**src/rtl/clk_sel_sequencer.sv**
```systemverilog
// Sequences a 2:1 clock-mux select change: gate the downstream clock off,
// wait, move the select, wait, then re-enable the gate and pulse done.
// Runs on an always-on reference clock behind a valid/ready request port.
module clk_sel_sequencer #(
    parameter int unsigned GateCycles   = 4,
    parameter int unsigned SettleCycles = 4,
    parameter logic        DefaultSel   = 1'b0
) (
    input  logic clk_i,
    input  logic rst_ni,
    input  logic req_valid_i,
    output logic req_ready_o,
    input  logic req_sel_i,
    output logic clk_sel_o,
    output logic clk_en_o,
    output logic busy_o,
    output logic done_o
);

    localparam int unsigned MaxCycles = (GateCycles > SettleCycles) ? GateCycles : SettleCycles;
    localparam int unsigned CntWidth  = $clog2(MaxCycles + 1);

    // Counter reload values: a phase of N cycles counts N-1 down to 0.
    localparam logic [CntWidth-1:0] GateLoad   = CntWidth'(GateCycles - 1);
    localparam logic [CntWidth-1:0] SettleLoad = CntWidth'(SettleCycles - 1);

    // Reject parameter sets that would leave a phase with zero length.
    if (GateCycles < 1 || SettleCycles < 1) begin : g_bad_params
        $error("clk_sel_sequencer: GateCycles and SettleCycles must be >= 1");
    end

    typedef enum logic [1:0] {
        IDLE     = 2'd0,
        GATE_OFF = 2'd1,
        SWITCH   = 2'd2,
        GATE_ON  = 2'd3
    } state_e;

    state_e                state_q;
    logic [CntWidth-1:0]   cnt_q;
    logic                  sel_q;
    logic                  en_q;
    logic                  done_q;
    logic                  target_q;
    logic                  accept_c;

    // GATE_ON is the single done cycle; it already accepts the next request
    // so back-to-back sequences run with no idle gap.
    assign req_ready_o = (state_q == IDLE) || (state_q == GATE_ON);
    assign busy_o      = !req_ready_o;
    assign accept_c    = req_valid_i && req_ready_o;

    assign clk_sel_o = sel_q;
    assign clk_en_o  = en_q;
    assign done_o    = done_q;

    // Sequencer FSM with registered select, enable and done outputs.
    always_ff @(posedge clk_i or negedge rst_ni) begin
        if (!rst_ni) begin
            state_q  <= IDLE;
            cnt_q    <= '0;
            sel_q    <= DefaultSel;
            en_q     <= 1'b1;
            done_q   <= 1'b0;
            target_q <= DefaultSel;
        end else begin
            done_q <= 1'b0;
            case (state_q)
                IDLE, GATE_ON: begin
                    state_q <= IDLE;
                    if (accept_c) begin
                        target_q <= req_sel_i;
                        if (req_sel_i == sel_q) begin
                            done_q <= 1'b1;
                        end else begin
                            state_q <= GATE_OFF;
                            en_q    <= 1'b0;
                            cnt_q   <= GateLoad;
                        end
                    end
                end
                GATE_OFF: begin
                    if (cnt_q == '0) begin
                        state_q <= SWITCH;
                        sel_q   <= target_q;
                        cnt_q   <= SettleLoad;
                    end else begin
                        cnt_q <= cnt_q - CntWidth'(1);
                    end
                end
                SWITCH: begin
                    if (cnt_q == '0) begin
                        state_q <= GATE_ON;
                        en_q    <= 1'b1;
                        done_q  <= 1'b1;
                    end else begin
                        cnt_q <= cnt_q - CntWidth'(1);
                    end
                end
                default: state_q <= IDLE;
            endcase
        end
    end

    // Requester must hold the select stable while a request is stalled.
    a_req_sel_stable: assert property (@(posedge clk_i) disable iff (!rst_ni)
        (req_valid_i && !req_ready_o) |=> $stable(req_sel_i));

endmodule
```
**config.mk**
```make
export PLATFORM = sky130hd
export DESIGN_NAME = clk_sel_sequencer
export DESIGN_NICKNAME = d
export VERILOG_FILES = /design/src/rtl/clk_sel_sequencer.sv
export SDC_FILE = /design/constraint.sdc
export NUM_CORES = 1
export LEC_CHECK = 0
export BUFFER_PORTS_ARGS = -buffer_cell sky130_fd_sc_hd__buf_4
export CORE_AREA = 2 2 49 51
export DETAILED_ROUTE_END_ITERATION = 6
export DIE_AREA = 0 0 51 53
export PLACE_DENSITY = 0.44
export SYNTH_ARGS = -nofsm -noshare
export SYNTH_HDL_FRONTEND = slang
export SYNTH_SLANG_ARGS = --single-unit
```
**constraint.sdc**
```tcl
create_clock -name clk_i -period 2.1 [get_ports clk_i]
set_input_delay 0.21 -clock clk_i [delete_from_list [all_inputs] [get_ports clk_i]]
set_output_delay 0.21 -clock clk_i [all_outputs]
set_load 0.05 [all_outputs]
```
==> results of run 1 <==
==> stage by stage <==
stage | instance area, um2 | util (%)
6_report | 645.6 | 30.05
5_1_grt | 645.6 | 30.05
4_1_cts | 645.6 | 30.05
3_5_place_dp | 609.3 | 28.36
3_3_place_gp | 609.3 | 28.36
2_1_floorplan | 519.2 | -
==> logic make-up (layout without fill, tap and decap cells) <==
family	count (synthesis)	in the layout	share of synthesized area [%]
buf+inv	8	20	6.024
simple gates	14	14	13.49
xor+xnor	1	1	1.687
flops	9	9	43.61
fa+ha+maj	5	5	12.05
compound gates	12	12	14.22
mux	4	4	8.915
==> Yosys cell counts (all sizes together) <==
master	count
o31a	1
a21o	1
nor2b	1
xnor2	1
inv	7
o21ai	2
nor2	5
dfstp	1
dfrtp	8
a21oi	7
o32ai	1
mux2	2
buf	1
nand3	1
nand2b	1
mux2i	2
nand2	5
ha	5
nor3	1
==> area by class of cell <==
type | count | area, um2 | area share [%]
timing repair buffer | 9 | 70.07 | 10.85
sequential | 9 | 226.5 | 35.08
multi-input combinational | 36 | 261.5 | 40.50
clock buffer | 4 | 26.28 | 4.070
inverter | 7 | 26.28 | 4.070
tap | 28 | 35.03 | 5.426
==> worst reg2reg max path, cell delays in order (launching register included) <==
cell and delay, ns:
dfrtp_1 0.37, inv_1 0.06, ha_1 0.47, nand2_1 0.10, mux2_1 0.31
==> state kept, by name (all words and copies together), names as in the netlist <==
| name | flops |
|---|---|
| clk_sel_o | 1 |
| cnt_q | 3 |
| state_q | 2 |
| done_o | 1 |
| target_q | 1 |
| clk_en_o | 1 |
==> how the worst min path moves through the flow <==
| stage | end | slack (ns) |
|---|---|---|
| 2_1_floorplan | clk_sel_o | -0.09 |
| 3_3_place_gp | cnt_q[0] | 0.05 |
| 3_5_place_dp | cnt_q[0] | 0.05 |
| 4_1_cts | target_q | 0.18 |
| 5_1_grt | target_q | 0.20 |
| 6_report | target_q | 0.19 |
==> per-layer routing <==
layer,part of all wire [%],vias to the layer above
met5,0,-
met4,0.86,0
met3,4.5,2
met2,42,6
met1,53,171
li1,-,199
==> flow_metrics.py, run 1 <==
metrics = {
    "critical_path": {
        "cp.required_ns": 1.89,
        "crit_cells": 4,
        "worst-path-buf-inv": 3,
        "rr_startpoint": "state_q[0]",
        "r2r_cells": 4,
        "cp.arrival_ns": 1.45,
        "crit_top_cell": "inv_1",
        "path_max_fanout": 10,
        "slowest_stage": "ha_1",
        "crit_path_end_kind": "output port",
        "r2r-end": "target_q",
        "r2r_setup_slack_ns": 0.67,
        "cpPeakStageDelay_ns": 0.47,
        "criticalPathCategory": "reg -> out",
        "crit_path_end": "busy_o",
        "start_kind": "flip-flop",
        "cp_top_family": "adder cells",
        "cp-startpoint": "state_q[0]",
        "crit_chain": "inv_1, ha_1, inv_1, buf_4",
    },
    "timing": {
        "layout_setup_ws_ns": 0.4438,
        "fin_hold_ws_ns": 0.1886,
        "skew_ns": 0.002299,
        "relSlewSlack_pct": 73.98,
        "setup_viol": 0,
        "fin_crit_sh_pct": 78.87,
        "rsz0062_at_grt": "false",
        "fmax_ghz": 0.6038,
        "finalHoldViolCount": 0,
        "slew_viol_final": 0,
        "tightest_slew_ns": 0.3889,
        "fin_setup_tns_ns": 0,
        "min_period_ns": 1.656,
    },
    "finish": {
        "final_cell_mix": "dfrtp_1 (8), buf_4 (8), inv_1 (7), a21oi_1 (7)",
        "antenna_cells": 0,
        "nets": 75,
        "final_cells": 93,
        "drive_above_1_share_pct": 24.62,
        "area_growth_pct": 24.34,
        "fillCellCount": 238,
    },
    "hold_path": {
        "min_from": "req_sel_i",
        "whs_path_depth": 2,
        "hold_class": "in -> reg",
    },
    "synthesis": {
        "yosysSeqAreaShare_pct": 43.61,
        "syn_inst": 53,
        "avgSynthCellArea_um2": 9.797,
        "ys_seq_elements": 9,
        "synth_area_leaders": "dfrtp_1 (39%), ha_1 (12%), a21oi_1 (6.7%)",
        "ys_warn_count": 0,
        "synthDistinctLibCells": 22,
        "synth_top_area_cell": "dfrtp_1",
        "synth_nets": 62,
        "synth_top_area_share_pct": 38.55,
        "syn-cell-area_um2": 519.2,
    },
    "cts": {
        "cts_tree": "yes",
        "clkLatencyLatePin_ns": 0.25,
        "clockBufferDepth": 2,
        "cts_setup_buffers": 0,
        "cts.repair.resized": 0,
        "ctsHtreeMaxLevel": 1,
        "cts_sinks": 9,
        "cts-root-buf": "clkbuf_4",
        "clk_pin_slew_ns": 0.06,
        "cts_made_buffers": 3,
        "ctsHoldBuffers": 1,
    },
    "global_routing": {
        "grt_pass1_vias": 404,
        "grt_usage_pct": 9.294,
        "grt_util_met2_pct": 12.99,
        "grtUsageMet3_pct": 3.390,
        "globalRoute.totalOverflow": 0,
        "grtUsageMet1_pct": 12.65,
        "grt_pass1_wl_mm": 1.794,
        "antenna_found_initial": 0,
        "gr-max-usage-layer": "met2",
        "grt_max_degree": 11,
    },
    "placement": {
        "dp.cells": 88,
        "pre_cts_slack_ns": 0.6639,
        "hpwl_um": 747.5,
        "gp_congestion": 0.7202,
        "portBuffers": 8,
    },
    "floorplan": {
        "ios": 9,
        "num_rows": 17,
        "fp.dieH_um": 53,
        "die-area_um2": 2703,
        "core_um2": 2148,
        "die_x_um": 51,
        "start_util_pct": 24.17,
    },
    "outcome": {
        "status": "completed",
    },
    "drt": {
        "drtIter0Drc": 7,
        "route.detailed.drc": 0,
        "firstDrtPassIters": 4,
        "route.antenna.remaining_nets": 0,
        "vias_per_cell": 4.065,
        "wl_um": 928,
        "vias": 378,
        "routedWlPerCell_um": 9.978,
    },
    "job": {
        "maxCapViolCount": 0,
    },
}
Power of run 1 is left out: the tool's default activity adds up to more than one toggle a clock period on the data nets, which glitch-free logic cannot reach.
==> run 2: changes to the inputs <==
Clock period 2.1 ns to 1.7 ns, I/O delays scaled along.
==> run 2 against run 1 <==
Effect of this change:
- critical path depth stayed put
- core utilization is 0.12 points higher
- worst setup slack worse by 0.31 ns
- sequential share of layout area is 0.14 points lower
- via count is 2.6% lower
- register-to-register slack worse by 0.39 ns
- hold slack worse by 0.034 ns
- highest routed layer unchanged
==> flow_metrics.py, run 2 (synthesized netlist as in run 1, its figures left out) <==
metrics = {
    "critical_path": {
        "path_max_fanout": 10,
        "r2r-end": "target_q",
        "rr_startpoint": "state_q[0]",
        "cp.arrival_ns": 1.39,
        "r2r_setup_slack_ns": 0.28,
        "cpPeakStageDelay_ns": 0.44,
        "crit_chain": "inv_1, ha_2, inv_1, buf_4",
        "start_kind": "flip-flop",
        "slowest_stage": "ha_2",
        "criticalPathCategory": "reg -> out",
        "crit_top_cell": "inv_1",
        "crit_path_end_kind": "output port",
        "cp.required_ns": 1.53,
        "r2r_cells": 4,
    },
    "timing": {
        "finalHoldViolCount": 0,
        "fin_setup_tns_ns": 0,
        "fmax_ghz": 0.6393,
        "fin_hold_ws_ns": 0.1548,
        "tightest_slew_ns": 0.3783,
        "fin_crit_sh_pct": 92.02,
        "skew_ns": 0.005282,
        "relSlewSlack_pct": 74.68,
        "rsz0062_at_grt": "false",
        "slew_viol_final": 0,
        "min_period_ns": 1.564,
        "setup_viol": 0,
    },
    "placement": {
        "dpl_cell_area_um2": 611.8,
        "gp_congestion": 0.7359,
        "hpwl_um": 722.4,
        "portBuffers": 8,
    },
    "drt": {
        "route.detailed.drc": 0,
        "drtIter0Drc": 8,
        "firstDrtPassIters": 4,
        "wl_um": 917,
        "vias_per_cell": 3.957,
        "vias": 368,
        "route.antenna.remaining_nets": 0,
        "routedWlPerCell_um": 9.860,
    },
    "floorplan": {
        "die_x_um": 51,
        "fp.dieH_um": 53,
        "die-area_um2": 2703,
        "ios": 9,
        "num_rows": 17,
        "core_um2": 2148,
        "start_util_pct": 24.17,
    },
    "cts": {
        "cts_tree": "yes",
        "cts_sinks": 9,
        "cts_made_buffers": 3,
        "clk_pin_slew_ns": 0.05,
        "clkLatencyLatePin_ns": 0.26,
        "ctsHtreeMaxLevel": 1,
        "cts-root-buf": "clkbuf_4",
        "cts.repair.resized": 0,
        "clockBufferDepth": 2,
    },
    "finish": {
        "drive_above_1_share_pct": 26.15,
        "largestRegisters": "cnt_q: 3 flops, state_q: 2 flops",
        "final_cell_mix": "dfrtp_1 (8), buf_4 (8), inv_1 (7), a21oi_1 (7), nand2_1 (5)",
        "largest_register": "cnt_q",
        "nets": 75,
        "area_growth_pct": 24.82,
        "antenna_cells": 0,
        "fillCellCount": 221,
        "largest_register_ffs": 3,
        "finalInstanceArea_um2": 648.1,
    },
    "global_routing": {
        "grt_max_degree": 11,
        "grt_pass1_wl_mm": 1.587,
        "antenna_found_initial": 0,
        "grt_usage_pct": 8.630,
        "grt_pass1_vias": 369,
        "globalRoute.totalOverflow": 0,
    },
    "job": {
        "maxCapViolCount": 0,
    },
    "hold_path": {
        "hold_class": "in -> reg",
        "min_from": "req_sel_i",
        "whs_path_depth": 2,
        "hold_end": "target_q",
    },
    "outcome": {
        "status": "completed",
    },
}
-- run 2: changes by cell type in the layout (fill, tap and decap cells not counted) --
cell and delta:
ha_2 +1, ha_1 -1
-- run 2: critical path, delay by kind of cell (launching register included) --
| family | cells | cell delay [ns] |
|---|---|---|
| adder cells (fa/ha/maj) | 1 | 0.44 |
| buffers and inverters | 3 | 0.32 |
| flip-flops | 1 | 0.38 |
-- run 2: how the worst max path moves through the flow --
stage	cells after the start	start	to	slack [ns]
finish	4	state_q[0]	busy_o	0.14
CTS	4	state_q[0]	busy_o	0.12
floorplan	5	state_q[0]	target_q	0.10
detailed placement	4	state_q[0]	target_q	0.28
global route	4	state_q[0]	busy_o	0.03
global placement	4	state_q[0]	target_q	0.29
-- run 2: per-stage QoR --
stage,std cells,setup slack [ns],utilization (%)
after floorplan,53,0.1042,-
after global placement,88,0.2864,28.48
after detailed placement,88,0.2832,28.48
after CTS,93,0.1154,30.17
after global routing,93,0.03179,30.17
final,93,0.1357,30.17
-- run 2: area by class of cell --
cell class	instances	area [um2]	area share, %
clock buffers	4	26.28	4.054
inverters	7	26.28	4.054
flip-flops and latches	9	226.5	34.94
well taps	28	35.03	5.405
repair buffers	9	70.07	10.81
multi-input cells	36	264.0	40.73
-- run 2: what timing repair did --
action	in CTS	in global routing
setup buffers	0	0
endpoints found under the hold margin	9	0
hold buffers	1	0
-- run 2: metal layers --
layer / share of wire (%) / track usage [%]
met1: 49 / 9.705
met2: 43 / 12.99
met3: 6.1 / 5.085
met4: 1.5 / 4.054
met5: 0 / 0
Power of run 2 is left out for the same reason.
